`config.mk`:
```
export PLATFORM = sky130hd
export DESIGN_NAME = multicycle_controller
export DESIGN_NICKNAME = d
export VERILOG_FILES = /design/src/rtl/riscv_ctrl_pkg.sv /design/src/rtl/multicycle_controller_alu_decoder.sv /design/src/rtl/multicycle_controller.sv
export SDC_FILE = /design/constraint.sdc
export NUM_CORES = 1
export LEC_CHECK = 0
export BUFFER_PORTS_ARGS = -buffer_cell sky130_fd_sc_hd__buf_2
export CAP_MARGIN = 20
export CORE_AREA = 2 2 55 57
export DETAILED_ROUTE_END_ITERATION = 7
export DIE_AREA = 0 0 57 59
export HOLD_SLACK_MARGIN = 0.06
export PLACE_DENSITY = 0.69
export REMOVE_ABC_BUFFERS = 1
export SYNTH_ARGS = -nofsm -noshare
export SYNTH_HDL_FRONTEND = slang
export SYNTH_SLANG_ARGS = --single-unit
```
`constraint.sdc`:
```
create_clock -name clk -period 5.8 [get_ports clk]
set_clock_uncertainty 0.1 [all_clocks]
set_input_delay 0.58 -clock clk [delete_from_list [all_inputs] [get_ports clk]]
set_output_delay 0.58 -clock clk [all_outputs]
set_load 0.01 [all_outputs]
```
`src/rtl/riscv_ctrl_pkg.sv`:
```
// riscv_ctrl_pkg: shared encodings for the multicycle RV32I control path
// (FSM state, opcodes and datapath mux/ALU select values).
package riscv_ctrl_pkg;

  typedef enum logic [3:0] {
    S_FETCH    = 4'd0,
    S_DECODE   = 4'd1,
    S_MEMADR   = 4'd2,
    S_MEMREAD  = 4'd3,
    S_MEMWB    = 4'd4,
    S_MEMWRITE = 4'd5,
    S_EXECR    = 4'd6,
    S_EXECI    = 4'd7,
    S_ALUWB    = 4'd8,
    S_BEQ      = 4'd9,
    S_TRAP     = 4'd10
  } state_e;

  localparam logic [6:0] OP_LOAD   = 7'b0000011;
  localparam logic [6:0] OP_STORE  = 7'b0100011;
  localparam logic [6:0] OP_RTYPE  = 7'b0110011;
  localparam logic [6:0] OP_ITYPE  = 7'b0010011;
  localparam logic [6:0] OP_BRANCH = 7'b1100011;

  typedef enum logic [1:0] {
    IMM_I = 2'b00,
    IMM_S = 2'b01,
    IMM_B = 2'b10
  } imm_src_e;

  typedef enum logic [1:0] {
    SRCA_PC    = 2'b00,
    SRCA_OLDPC = 2'b01,
    SRCA_RS1   = 2'b10
  } alu_src_a_e;

  typedef enum logic [1:0] {
    SRCB_RS2  = 2'b00,
    SRCB_IMM  = 2'b01,
    SRCB_FOUR = 2'b10
  } alu_src_b_e;

  typedef enum logic [1:0] {
    RES_ALUOUT    = 2'b00,
    RES_MEMDATA   = 2'b01,
    RES_ALURESULT = 2'b10
  } result_src_e;

  typedef enum logic [2:0] {
    ALU_ADD = 3'b000,
    ALU_SUB = 3'b001,
    ALU_AND = 3'b010,
    ALU_OR  = 3'b011,
    ALU_SLT = 3'b101
  } alu_ctrl_e;

  // States that own the unified memory and run the wait counter.
  function automatic logic is_mem_state(input state_e s);
    return (s == S_FETCH) || (s == S_MEMREAD) || (s == S_MEMWRITE);
  endfunction

endpackage

```
`src/rtl/multicycle_controller_alu_decoder.sv`:
```
// alu_decoder: maps funct3/funct7b5 to an ALU operation for R-type and I-type
// ALU instructions; flags funct3 values with no supported operation.
module alu_decoder
  import riscv_ctrl_pkg::*;
(
  input  logic [2:0] funct3,
  input  logic       funct7b5,
  input  logic       is_rtype,
  output logic [2:0] alu_control,
  output logic       illegal
);

  always_comb begin
    alu_control = ALU_ADD;
    illegal     = 1'b0;
    case (funct3)
      // funct7b5 only selects sub for register-register ops; addi ignores IR[30].
      3'b000:  alu_control = (is_rtype && funct7b5) ? ALU_SUB : ALU_ADD;
      3'b010:  alu_control = ALU_SLT;
      3'b110:  alu_control = ALU_OR;
      3'b111:  alu_control = ALU_AND;
      default: illegal = 1'b1;
    endcase
  end

endmodule

```
`src/rtl/multicycle_controller.sv`:
```
// multicycle_controller: main control FSM of the multicycle RV32I core.
// Define CTRL_ILLEGAL_TRAP_EN to send unsupported opcodes/funct3 to a sticky TRAP state.
//
// state    | meaning
// FETCH    | read instruction at PC, PC+4 -> PC on mem_ready
// DECODE   | branch target -> ALUOut, dispatch on opcode
// MEMADR   | rs1 + imm address for lw/sw
// MEMREAD  | load access at ALUOut
// MEMWB    | load data -> rd
// MEMWRITE | store access at ALUOut
// EXECR    | rs1 op rs2
// EXECI    | rs1 op imm
// ALUWB    | ALUOut -> rd
// BEQ      | compare rs1/rs2, take branch on zero
// TRAP     | illegal instruction, hold until reset
module multicycle_controller
  import riscv_ctrl_pkg::*;
#(
  parameter int unsigned MEM_WAIT_MAX = 15
) (
  input  logic       clk,
  input  logic       reset,
  input  logic [6:0] opcode,
  input  logic [2:0] funct3,
  input  logic       funct7b5,
  input  logic       zero,
  input  logic       mem_ready,
  output logic       mem_req,
  output logic       mem_write,
  output logic       adr_src,
  output logic       ir_write,
  output logic       pc_write,
  output logic       reg_write,
  output logic [1:0] imm_src,
  output logic [1:0] alu_src_a,
  output logic [1:0] alu_src_b,
  output logic [1:0] result_src,
  output logic [2:0] alu_control,
  output logic       mem_timeout,
  output logic       illegal_instr
);

  localparam logic [7:0] WaitMax = 8'(MEM_WAIT_MAX);
`ifdef CTRL_ILLEGAL_TRAP_EN
  localparam bit TrapEn = 1'b1;
`else
  localparam bit TrapEn = 1'b0;
`endif

  state_e     state_q, state_d;
  logic [7:0] wait_q, wait_d;
  logic [2:0] dec_alu;
  logic       funct_illegal;
  logic       timeout;

  alu_decoder u_alu_decoder (
    .funct3      (funct3),
    .funct7b5    (funct7b5),
    .is_rtype    (state_q == S_EXECR),
    .alu_control (dec_alu),
    .illegal     (funct_illegal)
  );

  always_comb begin
    state_d       = state_q;
    timeout       = 1'b0;
    mem_req       = 1'b0;
    mem_write     = 1'b0;
    adr_src       = 1'b0;
    ir_write      = 1'b0;
    pc_write      = 1'b0;
    reg_write     = 1'b0;
    imm_src       = IMM_I;
    alu_src_a     = SRCA_PC;
    alu_src_b     = SRCB_RS2;
    result_src    = RES_ALUOUT;
    alu_control   = ALU_ADD;
    illegal_instr = 1'b0;

    // Outputs are gated by reset itself so an access drops the instant reset rises.
    if (!reset) begin
      timeout = is_mem_state(state_q) && !mem_ready && (wait_q == WaitMax);
      case (state_q)
        S_FETCH: begin
          mem_req    = 1'b1;
          alu_src_b  = SRCB_FOUR;
          result_src = RES_ALURESULT;
          if (mem_ready) begin
            ir_write = 1'b1;
            pc_write = 1'b1;
            state_d  = S_DECODE;
          end
        end
        S_DECODE: begin
          alu_src_a = SRCA_OLDPC;
          alu_src_b = SRCB_IMM;
          imm_src   = IMM_B;
          case (opcode)
            OP_LOAD, OP_STORE: state_d = S_MEMADR;
            OP_RTYPE:          state_d = S_EXECR;
            OP_ITYPE:          state_d = S_EXECI;
            OP_BRANCH:         state_d = S_BEQ;
`ifdef CTRL_ILLEGAL_TRAP_EN
            default:           state_d = S_TRAP;
`else
            default:           state_d = S_FETCH;
`endif
          endcase
        end
        S_MEMADR: begin
          alu_src_a = SRCA_RS1;
          alu_src_b = SRCB_IMM;
          if (opcode == OP_STORE) begin
            imm_src = IMM_S;
            state_d = S_MEMWRITE;
          end else begin
            imm_src = IMM_I;
            state_d = S_MEMREAD;
          end
        end
        S_MEMREAD: begin
          mem_req = 1'b1;
          adr_src = 1'b1;
          if (mem_ready)    state_d = S_MEMWB;
          else if (timeout) state_d = S_FETCH;
        end
        S_MEMWB: begin
          result_src = RES_MEMDATA;
          reg_write  = 1'b1;
          state_d    = S_FETCH;
        end
        S_MEMWRITE: begin
          mem_req   = 1'b1;
          mem_write = 1'b1;
          adr_src   = 1'b1;
          if (mem_ready || timeout) state_d = S_FETCH;
        end
        S_EXECR: begin
          alu_src_a   = SRCA_RS1;
          alu_src_b   = SRCB_RS2;
          alu_control = dec_alu;
          state_d     = (TrapEn && funct_illegal) ? S_TRAP : S_ALUWB;
        end
        S_EXECI: begin
          alu_src_a   = SRCA_RS1;
          alu_src_b   = SRCB_IMM;
          imm_src     = IMM_I;
          alu_control = dec_alu;
          state_d     = (TrapEn && funct_illegal) ? S_TRAP : S_ALUWB;
        end
        S_ALUWB: begin
          result_src = RES_ALUOUT;
          reg_write  = 1'b1;
          state_d    = S_FETCH;
        end
        S_BEQ: begin
          alu_src_a   = SRCA_RS1;
          alu_src_b   = SRCB_RS2;
          alu_control = ALU_SUB;
          result_src  = RES_ALUOUT;
          pc_write    = zero;
          state_d     = S_FETCH;
        end
        S_TRAP: begin
`ifdef CTRL_ILLEGAL_TRAP_EN
          illegal_instr = 1'b1;
`endif
        end
        default: state_d = S_FETCH;
      endcase
    end

    // A timeout out of FETCH lands back in FETCH, so it must clear the count too.
    if ((state_d != state_q) || timeout) begin
      wait_d = '0;
    end else if (is_mem_state(state_q) && !mem_ready) begin
      wait_d = wait_q + 8'd1;
    end else begin
      wait_d = wait_q;
    end

    mem_timeout = timeout;
  end

  always_ff @(posedge clk or posedge reset) begin
    if (reset) begin
      state_q <= S_FETCH;
      wait_q  <= '0;
    end else begin
      state_q <= state_d;
      wait_q  <= wait_d;
    end
  end

endmodule

```
Word-level counts from Yosys, hierarchy flattened
Cells that the tools add are included.
{"block": "word_totals", "reg_bits": 12, "in_bits": 15, "output_inout_bits": 19}
{"block": "classes", "n_addsub": 1, "n_eq_ne": 20, "n_mux": 37, "reduce_logical": 18}
{"operator": "$pmux W4 S7", "n": 1}
{"operator": "$mux W4", "n": 5}
{"operator": "$eq A4 B3 Y1 const B", "n": 4}
{"operator": "$mux W8", "n": 2}
{"operator": "$pmux W2 S2", "n": 4}
{"operator": "$pmux W4 S4", "n": 1}
{"operator": "$mux W1", "n": 15}
{"operator": "$eq A7 B6 Y1 const B", "n": 2}
{"operator": "$eq A4 B4 Y1 const B", "n": 3}
{"operator": "$pmux W3 S4", "n": 1}
{"operator": "$add A8 B1 Y8 const B", "n": 1}
{"operator": "$eq A4 B2 Y1 const B", "n": 2}
{"operator": "$eq A8 B4 Y1 const B", "n": 1}
{"operator": "$mux W2", "n": 4}
{"operator": "$reduce_or A2 Y1", "n": 4}
{"operator": "$eq A7 B2 Y1 const B", "n": 1}
{"operator": "$eq A7 B5 Y1 const B", "n": 1}
{"operator": "$eq A7 B7 Y1 const B", "n": 1}
{"operator": "$eq A3 B3 Y1 const B", "n": 2}
{"operator": "$mux W3", "n": 2}
{"operator": "$pmux W3 S2", "n": 1}
{"operator": "$reduce_or A3 Y1", "n": 2}
{"operator": "$eq A4 B1 Y1 const B", "n": 1}
{"operator": "$logic_not A4 Y1", "n": 1}
{"operator": "other kinds (9)", "n": 14}

Logic depth before layout (Yosys ltp)
Gate-level depths: netlist of run 1.
{"block": "depth", "ltp_word": 12, "depth_mapped": 8, "depth_no_buf": 6}

Modules after synthesis
Synthesis of run 1 repeated with hierarchy kept, for this count alone.
{"block": "unflattened", "cells_unflattened": 156, "hier_area_um2": 1297.5}
{"mod": "multicycle_controller", "n_inst": 1, "cells_each": 149, "area_each_um2": 1242.4}
{"mod": "alu_decoder", "n_inst": 1, "cells_each": 7, "area_each_um2": 55.1}

Worst setup path after synthesis of run 1
OpenSTA, ideal clock, no wires.
{"block": "synth_path", "kind": "input-to-output", "from": "in reset", "to": "out pc_write", "t_arrival_ns": 2.123, "required_time_ns": 5.120, "path_slack_ns": 2.997, "stages": 6, "n_path_buf": 1, "cell_sequence": "buf_1 > inv_1 > nand2_1 > nor3_1 > and2_1 > o21bai_1"}
{"block": "synth_between", "elab_chain_cells": 1}
{"element": "from (decl)", "line_no": "multicycle_controller.sv:22", "text": "input logic reset,"}
{"element": "$mux W1", "line_no": "multicycle_controller.sv:81", "text": "if (!reset) begin"}
{"element": "to (decl)", "line_no": "multicycle_controller.sv:32", "text": "output logic pc_write,"}
Every way passes these cells.

Worst setup path in the final report of run 1
{"block": "layout_path", "from": "reg state_q[3]", "to": "out mem_timeout"}
{"block": "layout_between", "elab_chain_cells": 6, "elab_cells_between_ends": 8}
{"element": "from (decl)", "line_no": "multicycle_controller.sv:50", "text": "state_e state_q, state_d;"}
{"element": "from (signal assigned)", "line_no": "multicycle_controller.sv:190", "text": "state_q <= state_d;"}
{"element": "$eq A4 B2 Y1 or $logic_not A4 Y1 (tied branches)", "line_no": "riscv_ctrl_pkg.sv:59", "text": "return (s == S_FETCH) || (s == S_MEMREAD) || (s == S_MEMWRITE);"}
{"element": "$logic_or A1 B1 Y1", "line_no": "riscv_ctrl_pkg.sv:59"}
{"element": "$logic_or A1 B1 Y1 *", "line_no": "riscv_ctrl_pkg.sv:59"}
{"element": "$logic_and A1 B1 Y1 * (2 in series)", "line_no": "multicycle_controller.sv:82", "text": "timeout = is_mem_state(state_q) && !mem_ready && (wait_q == WaitMax);"}
{"element": "$mux W1 *", "line_no": "multicycle_controller.sv:81"}
{"element": "to (decl)", "line_no": "multicycle_controller.sv:39", "text": "output logic mem_timeout,"}
Every way passes the cells marked *; elsewhere a longest branch is shown, timed or not.

==> flow_summary.toml, run 1 <==
[pwr]
peakVddDrop_v = 0.0001708
p_per_area_nw_per_um2 = 199.7
p_clk_share_pct = 17.4
power.leakage_nw = 0.6267
switching_share_pct = 39.13
combPwrFrac_pct = 40.8
p_switching_mw = 0.1076
seqPwrFrac_pct = 41.9
p_int_mw = 0.1674

[setup_path]
crit_required_ps = 5120
crit_type = "register to primary output"
cp-end-kind = "primary output"
arrival_ps = 2300
cp_cell_sequence = "nor4b_4 > a22oi_4 > or2_1 > or3_1 > inv_1 > buf_2"
cp-start-kind = "register"
slowest_stage = "dfrtp_1"
slowest_delay_ps = 580
cp_max_fo = 15

[timing]
hold_viol = 0
setup_viol = 0
tns_ps = 0
worst_slew_pin_slew_ps = 628.0
relSlewSlack_pct = 58.09
fin_ws_ps = 2825
finalCritPeriodShare_pct = 51.30
max_freq_mhz = 336.1
rsz0062_at_grt = "false"
drv_slew = 0
period_minus_slack_ps = 2975

[clock_network]
cts-root-buf = "clkbuf_4"
clkLatencyLatePin_ps = 260
cts_made_buffers = 3
cts_resized = 0
hold_buffers = 0
cts_buffer_depth = 2
post-cts-setup-buffers = 0
h-tree-depth = 1
cts_tree = "yes"
cts.sinks = 12
cts.reportedPaths.clkPinSlew_ps = 70

[place]
detailedPlace.worstSlack_ps = 2859
io_buffers = 32
gp_congestion = 0.8797
dpl.hpwl_um = 2201

[job]
max-cap-violations = 0

[floorplan]
ios = 34
dieArea_um2 = 3363
dieWidth_um = 57
rows = 19
initial_core_util_pct = 44.88
core_area_um2 = 2710
die-height_um = 59

[global_routing]
track_usage_pct = 18.49
grt_pass1_vias = 1131
grt.busiest_layer = "met2"
grt_use_met3_pct = 3.057
met2_usage_pct = 32.35
grt_pass1_wl_um = 4947
antenna_found_initial = 0
grt_use_met1_pct = 23.77
grt_max_degree = 20
grt_overflow = 0

[synthesis]
synth.largest_area_cell = "dfrtp_1"
yosys-top-cells-area = "dfrtp_1 25%, nor4_1 5.7%, xnor2_1 4.3%"
synth_commonest_cells = "13 x nor2_1, 12 x dfrtp_1, 12 x nand2_1"
synth_warnings = 0
async_reset_ff_share_pct = 100.0
syn-mean-instance-area_um2 = 8.330
synth_top_area_share_pct = 24.69
synthFlopType = "dfrtp_1"
synth_cells = 146
yosysSeqAreaShare_pct = 24.69
ys_ff_latch = 12
synth_edf_count = 0
ys_types = 50
yosysMostFrequentCell = "nor2_1"
syn-cell-area_um2 = 1216

[finish]
nets = 191
syn_to_final_growth_pct = 13.27
drive_gt1_share_pct = 28.32
antenna_cells = 0

[detailed_routing]
final_antenna_net_count = 0
drc = 0
viasPerCell = 5.779
num_vias = 1179
first_pass_iters = 4
wirelength_um = 2799
drt_iter0_markers = 41
wl_per_cell_um = 13.72

[min_path]
holdCritPathClass = "input port to asynchronous set/reset pin"

[run_status]
status = "finished, final reports clean"
power groups by stage:
| stage | Sequential [mW] | Combinational, mW | Clock, mW |
|---|---|---|---|
| 2_1_floorplan | 0.112 | 0.0824 | 0 |
| 3_3_place_gp | 0.116 | 0.110 | 0 |
| 3_5_place_dp | 0.117 | 0.113 | 0 |
| 4_1_cts | 0.115 | 0.113 | 0.0499 |
| 5_1_grt | 0.118 | 0.127 | 0.0560 |
| 6_report | 0.115 | 0.112 | 0.0478 |
worst max-delay path: cells and delay by family (launching register included):
kind,cells,cell delay (ps)
simple gates,3,1080
buf+inv,2,190
flops,1,580
compound gates,1,180
per-layer routing:
| metal | up-vias | wire (um) |
|---|---|---|
| li1 | 591 | - |
| met4 | 0 | 14 |
| met5 | - | 0 |
| met1 | 550 | 1267 |
| met3 | 2 | 172 |
| met2 | 36 | 1344 |
final timing paths:
path	from	endpoint	slack (ps)	cells after the start
min reg2reg	wait_q[6]$_DFFE_PP0P_	wait_q[6]$_DFFE_PP0P_	470	2
max reg2reg	state_q[1]$_DFF_PP0_	wait_q[7]$_DFFE_PP0P_	3250	6
max in group asynchronous	reset	wait_q[6]$_DFFE_PP0P_	4770	2
min in group clk	wait_q[6]$_DFFE_PP0P_	wait_q[6]$_DFFE_PP0P_	470	2
min	reset	state_q[0]$_DFF_PP0_	420	2
max	state_q[3]$_DFF_PP0_	mem_timeout	2820	6
through the flow:
step / util, % / area [um^2] / std cells / hold WS, ps / total power [mW]
after floorplan: - / 1156 / 138 / 388.1 / 0.1940
after global placement: 50.00 / 1355 / 201 / 449.1 / 0.2262
after detailed placement: 50.00 / 1355 / 201 / 453.1 / 0.2291
after CTS: 50.83 / 1378 / 204 / 440.1 / 0.2781
after global routing: 50.83 / 1378 / 204 / 471.7 / 0.3006
final: 50.83 / 1378 / 204 / 421.7 / 0.2750
sequential cells by signal (all words and copies together), names as in the netlist:
| signal | cells |
|---|---|
| state_q | 4 |
| wait_q | 8 |
cell type report:
| type | count | area (um^2) |
|---|---|---|
| clock buffer | 3 | 22.52 |
| fill | 266 | 1333 |
| inverter | 6 | 22.52 |
| multi-input combinational | 120 | 833.3 |
| sequential | 12 | 300.3 |
| tap | 31 | 38.79 |
| timing repair buffer | 32 | 160.2 |
cell families after synthesis:
family | after synthesis | share of synthesized area (%)
and+or+nand+nor | 78 | 39.51
muxes | 1 | 0.8231
other | 1 | 0.3083
DFF | 12 | 24.69
AOI/OAI and AO/OA | 30 | 20.37
xor gates and xnor gates | 9 | 6.482
buffers and inverters | 14 | 6.789
adders and majority gates | 1 | 1.029
cells in the final DEF (no fill, tap or decap), types with 2 or more instances in the layout:
master    instances
nor4_1           11
nor2b_1           3
nand2b_1          5
a21oi_1           6
nand3_1           4
o21ai_0           7
a31oi_1           2
nor3b_1           2
nor2_1           13
nor3_1            5
xor2_1            3
and2_1            3
clkbuf_4          3
xnor2_1           6
and3_1            4
inv_1             6
and3b_1           2
dfrtp_1          12
a21o_1            2
nand2_1          12
buf_2            32
or2_2             2
nor4b_1           2
o211ai_1          2
Power figures use the tool's default switching activity.
==> inputs of run 2 (changes only) <==
--- a/config.mk
+++ b/config.mk
@@ -5,13 +5,14 @@
 export SDC_FILE = /design/constraint.sdc
 export NUM_CORES = 1
 export LEC_CHECK = 0
+export ABC_AREA = 1
 export BUFFER_PORTS_ARGS = -buffer_cell sky130_fd_sc_hd__buf_2
 export CAP_MARGIN = 20
-export CORE_AREA = 2 2 55 57
+export CORE_AREA = 2 2 54 56
 export DETAILED_ROUTE_END_ITERATION = 7
-export DIE_AREA = 0 0 57 59
+export DIE_AREA = 0 0 56 58
 export HOLD_SLACK_MARGIN = 0.06
-export PLACE_DENSITY = 0.69
+export PLACE_DENSITY = 0.68
 export REMOVE_ABC_BUFFERS = 1
 export SYNTH_ARGS = -nofsm -noshare
 export SYNTH_HDL_FRONTEND = slang
==> constraint.sdc (replaced) <==
create_clock -name clk -period 2.9 [get_ports clk]
set_clock_uncertainty 0.1 [all_clocks]
set_input_delay 0.29 -clock clk [delete_from_list [all_inputs] [get_ports clk]]
set_output_delay 0.29 -clock clk [all_outputs]
set_load 0.01 [all_outputs]
==> run 2 against run 1 <==
Effect of this change:
- critical path depth fell by 1
- total power grew 77%
- synthesized cell count up 23%
- core utilization decreased by 0.17 points
- first-iteration DRC count is 2.4% lower
- combinational power is 34% higher
- critical path type is now input port to primary output
- sequential share of layout area rose by 0.47 points
- die area shrank 3.4%
- worst setup slack lost 1900 ps
- largest power group unchanged
- clock-buffer cell count up 1
- final cell count up 19%
==> flow_summary.toml, run 2 <==
[run_status]
status = "finished, final reports clean"

[finish]
fill_cells = 283
drive_gt1_share_pct = 30.33
final_common_cell = "nand2_1"
syn_to_final_growth_pct = 18.98
antenna_cells = 0
largest_reg_flops = 8
largest-register = "wait_q"
mostFrequentLayoutCells = "34 x nand2_1, 32 x buf_2, 30 x nor2_1"
largest_registers = "wait_q (8), state_q (4)"
nets = 228

[synthesis]
ys_ff_latch = 12
ys_types = 31
yosysMostFrequentCell = "nand2_1"
synth_top_area_share_pct = 26.49
async_reset_ff_share_pct = 100.0
synth_cells = 179
synth_commonest_cells = "34 x nand2_1, 30 x nor2_1, 21 x inv_1"
yosysSeqAreaShare_pct = 26.49
synth.largest_area_cell = "dfrtp_1"
syn-cell-area_um2 = 1134
syn-mean-instance-area_um2 = 6.333
synth_edf_count = 0
synthFlopType = "dfrtp_1"
yosys-top-cells-area = "dfrtp_1 26%, nand2_1 11%, nor2_1 9.9%"
synth_warnings = 0

[floorplan]
ios = 34
die-height_um = 58
initial_core_util_pct = 42.58
core_area_um2 = 2663
rows = 19
dieWidth_um = 56
dieArea_um2 = 3248

[timing]
drv_slew = 0
period_minus_slack_ps = 1973
setup_viol = 0
worst_slew_pin_slew_ps = 783.9
finalCritPeriodShare_pct = 68.02
max_freq_mhz = 507.0
rsz0062_at_grt = "false"
hold_viol = 0
relSlewSlack_pct = 47.68
tns_ps = 0

[setup_path]
crit_buf_inv = 3
cp_cell_sequence = "buf_2 > inv_1 > nand2_1 > a21oi_1 > buf_2"
crit_required_ps = 2510
slowest_delay_ps = 610
slowest_stage = "inv_1"
cp-start-kind = "input port"
cp-end-kind = "primary output"
timing.critical_path.mode_cell = "buf_2"
critical-path-top-delay-family = "buffers and inverters"
cp_max_fo = 26
crit_type = "input port to primary output"
arrival_ps = 1580

[detailed_routing]
drt_iter0_markers = 40
drc = 0
first_pass_iters = 4
num_vias = 1159
final_antenna_net_count = 0
viasPerCell = 4.789
wl_per_cell_um = 10.26
wirelength_um = 2483

[pwr]
p_per_area_nw_per_um2 = 359.9
power.leakage_nw = 0.7607
power.total_mw = 0.4855
peakVddDrop_v = 0.0003508

[global_routing]
grt_overflow = 0
track_usage_pct = 16.45
antenna_found_initial = 0
grt_pass1_vias = 1017
grt_max_degree = 27
grt_pass1_wl_um = 4291

[place]
dpl.hpwl_um = 2029
io_buffers = 32
gp_congestion = 0.9135

[clock_network]
cts.reportedPaths.clkPinSlew_ps = 70
cts-root-buf = "clkbuf_4"
cts.sinks = 12
cts_tree = "yes"
hold_buffers = 0
cts_made_buffers = 3
h-tree-depth = 1
post-cts-setup-buffers = 0
cts_resized = 0
clkLatencyLatePin_ps = 270
cts_buffer_depth = 2

[min_path]
holdCritPathClass = "input port to asynchronous set/reset pin"

[job]
max-cap-violations = 0
## run 2: changes by cell type in the layout (fill, tap and decap cells not counted), moves of 4 or more
cell / delta
nand2_2: +5
nand2b_1: -5
nand2_1: +22
inv_1: +15
xnor2_1: -5
nor2_2: +13
and3_1: -4
nor4_1: -10
nand3_1: +11
nand4_1: +4
nor2_1: +17
inv_2: +5
## run 2: metrics by stage
stage	utilization (%)	worst slack (ps)	hold slack, ps	instance area [um^2]	instances
2_1_floorplan	-	1247	161.5	1114	175
3_3_place_gp	49.30	930.2	458.6	1313	238
3_5_place_dp	49.30	870.6	463.5	1313	238
4_1_cts	50.66	894.9	206.2	1349	242
5_1_grt	50.66	700.4	265.7	1349	242
6_report	50.66	927.4	206.8	1349	242
## run 2: area by class of cell
| class | count | area [um^2] | share of cell area, % |
|---|---|---|---|
| clock buffers | 4 | 36.28 | 2.690 |
| inverters | 27 | 101.3 | 7.514 |
| repair buffers | 32 | 160.2 | 11.87 |
| multi-input cells | 136 | 711.9 | 52.78 |
| flip-flops and latches | 12 | 300.3 | 22.26 |
| well taps | 31 | 38.79 | 2.876 |
## run 2: final timing paths
check | startpoint | slack [ps] | endpoint | cells past startpoint
min in group clk | mem_ready | 390 | state_q[2]$_DFF_PP0_ | 7
max | reset | 930 | reg_write | 5
min | reset | 210 | wait_q[1]$_DFFE_PP0P_ | 2
max in group asynchronous | reset | 2010 | wait_q[0]$_DFFE_PP0P_ | 2
min reg2reg | wait_q[7]$_DFFE_PP0P_ | 480 | wait_q[7]$_DFFE_PP0P_ | 2
max reg2reg | state_q[0]$_DFF_PP0_ | 1020 | wait_q[4]$_DFFE_PP0P_ | 12
## run 2: kinds of logic (layout without fill, tap and decap cells)
group / after synthesis / in the layout / synth area share (%)
AO/OA/AOI/OAI: 13 / 13 / 6.843
adder cells (fa/ha/maj): 1 / 1 / 1.104
AND/OR/NAND/NOR: 113 / 113 / 48.23
buffers and inverters: 31 / 63 / 10.71
multiplexers: 1 / 1 / 0.8830
flip-flops: 12 / 12 / 26.49
XOR/XNOR: 7 / 7 / 5.408
other: 1 / 1 / 0.3308
## run 2: power by group
group / switching (mW) / total [mW] / internal [mW]
logic: 0.0932 / 0.150 / 0.0572
clock network: 0.0531 / 0.129 / 0.0763
registers: 0.0195 / 0.206 / 0.186
total: 0.166 / 0.485 / 0.320
## run 2: metal layers
layer / share of wire [%] / up-vias / track usage (%)
met5: 0 / - / 0
met4: 1.2 / 0 / 7.143
met3: 5.1 / 4 / 2.232
met2: 43 / 27 / 25.38
met1: 51 / 500 / 23.18
li1: - / 628 / -
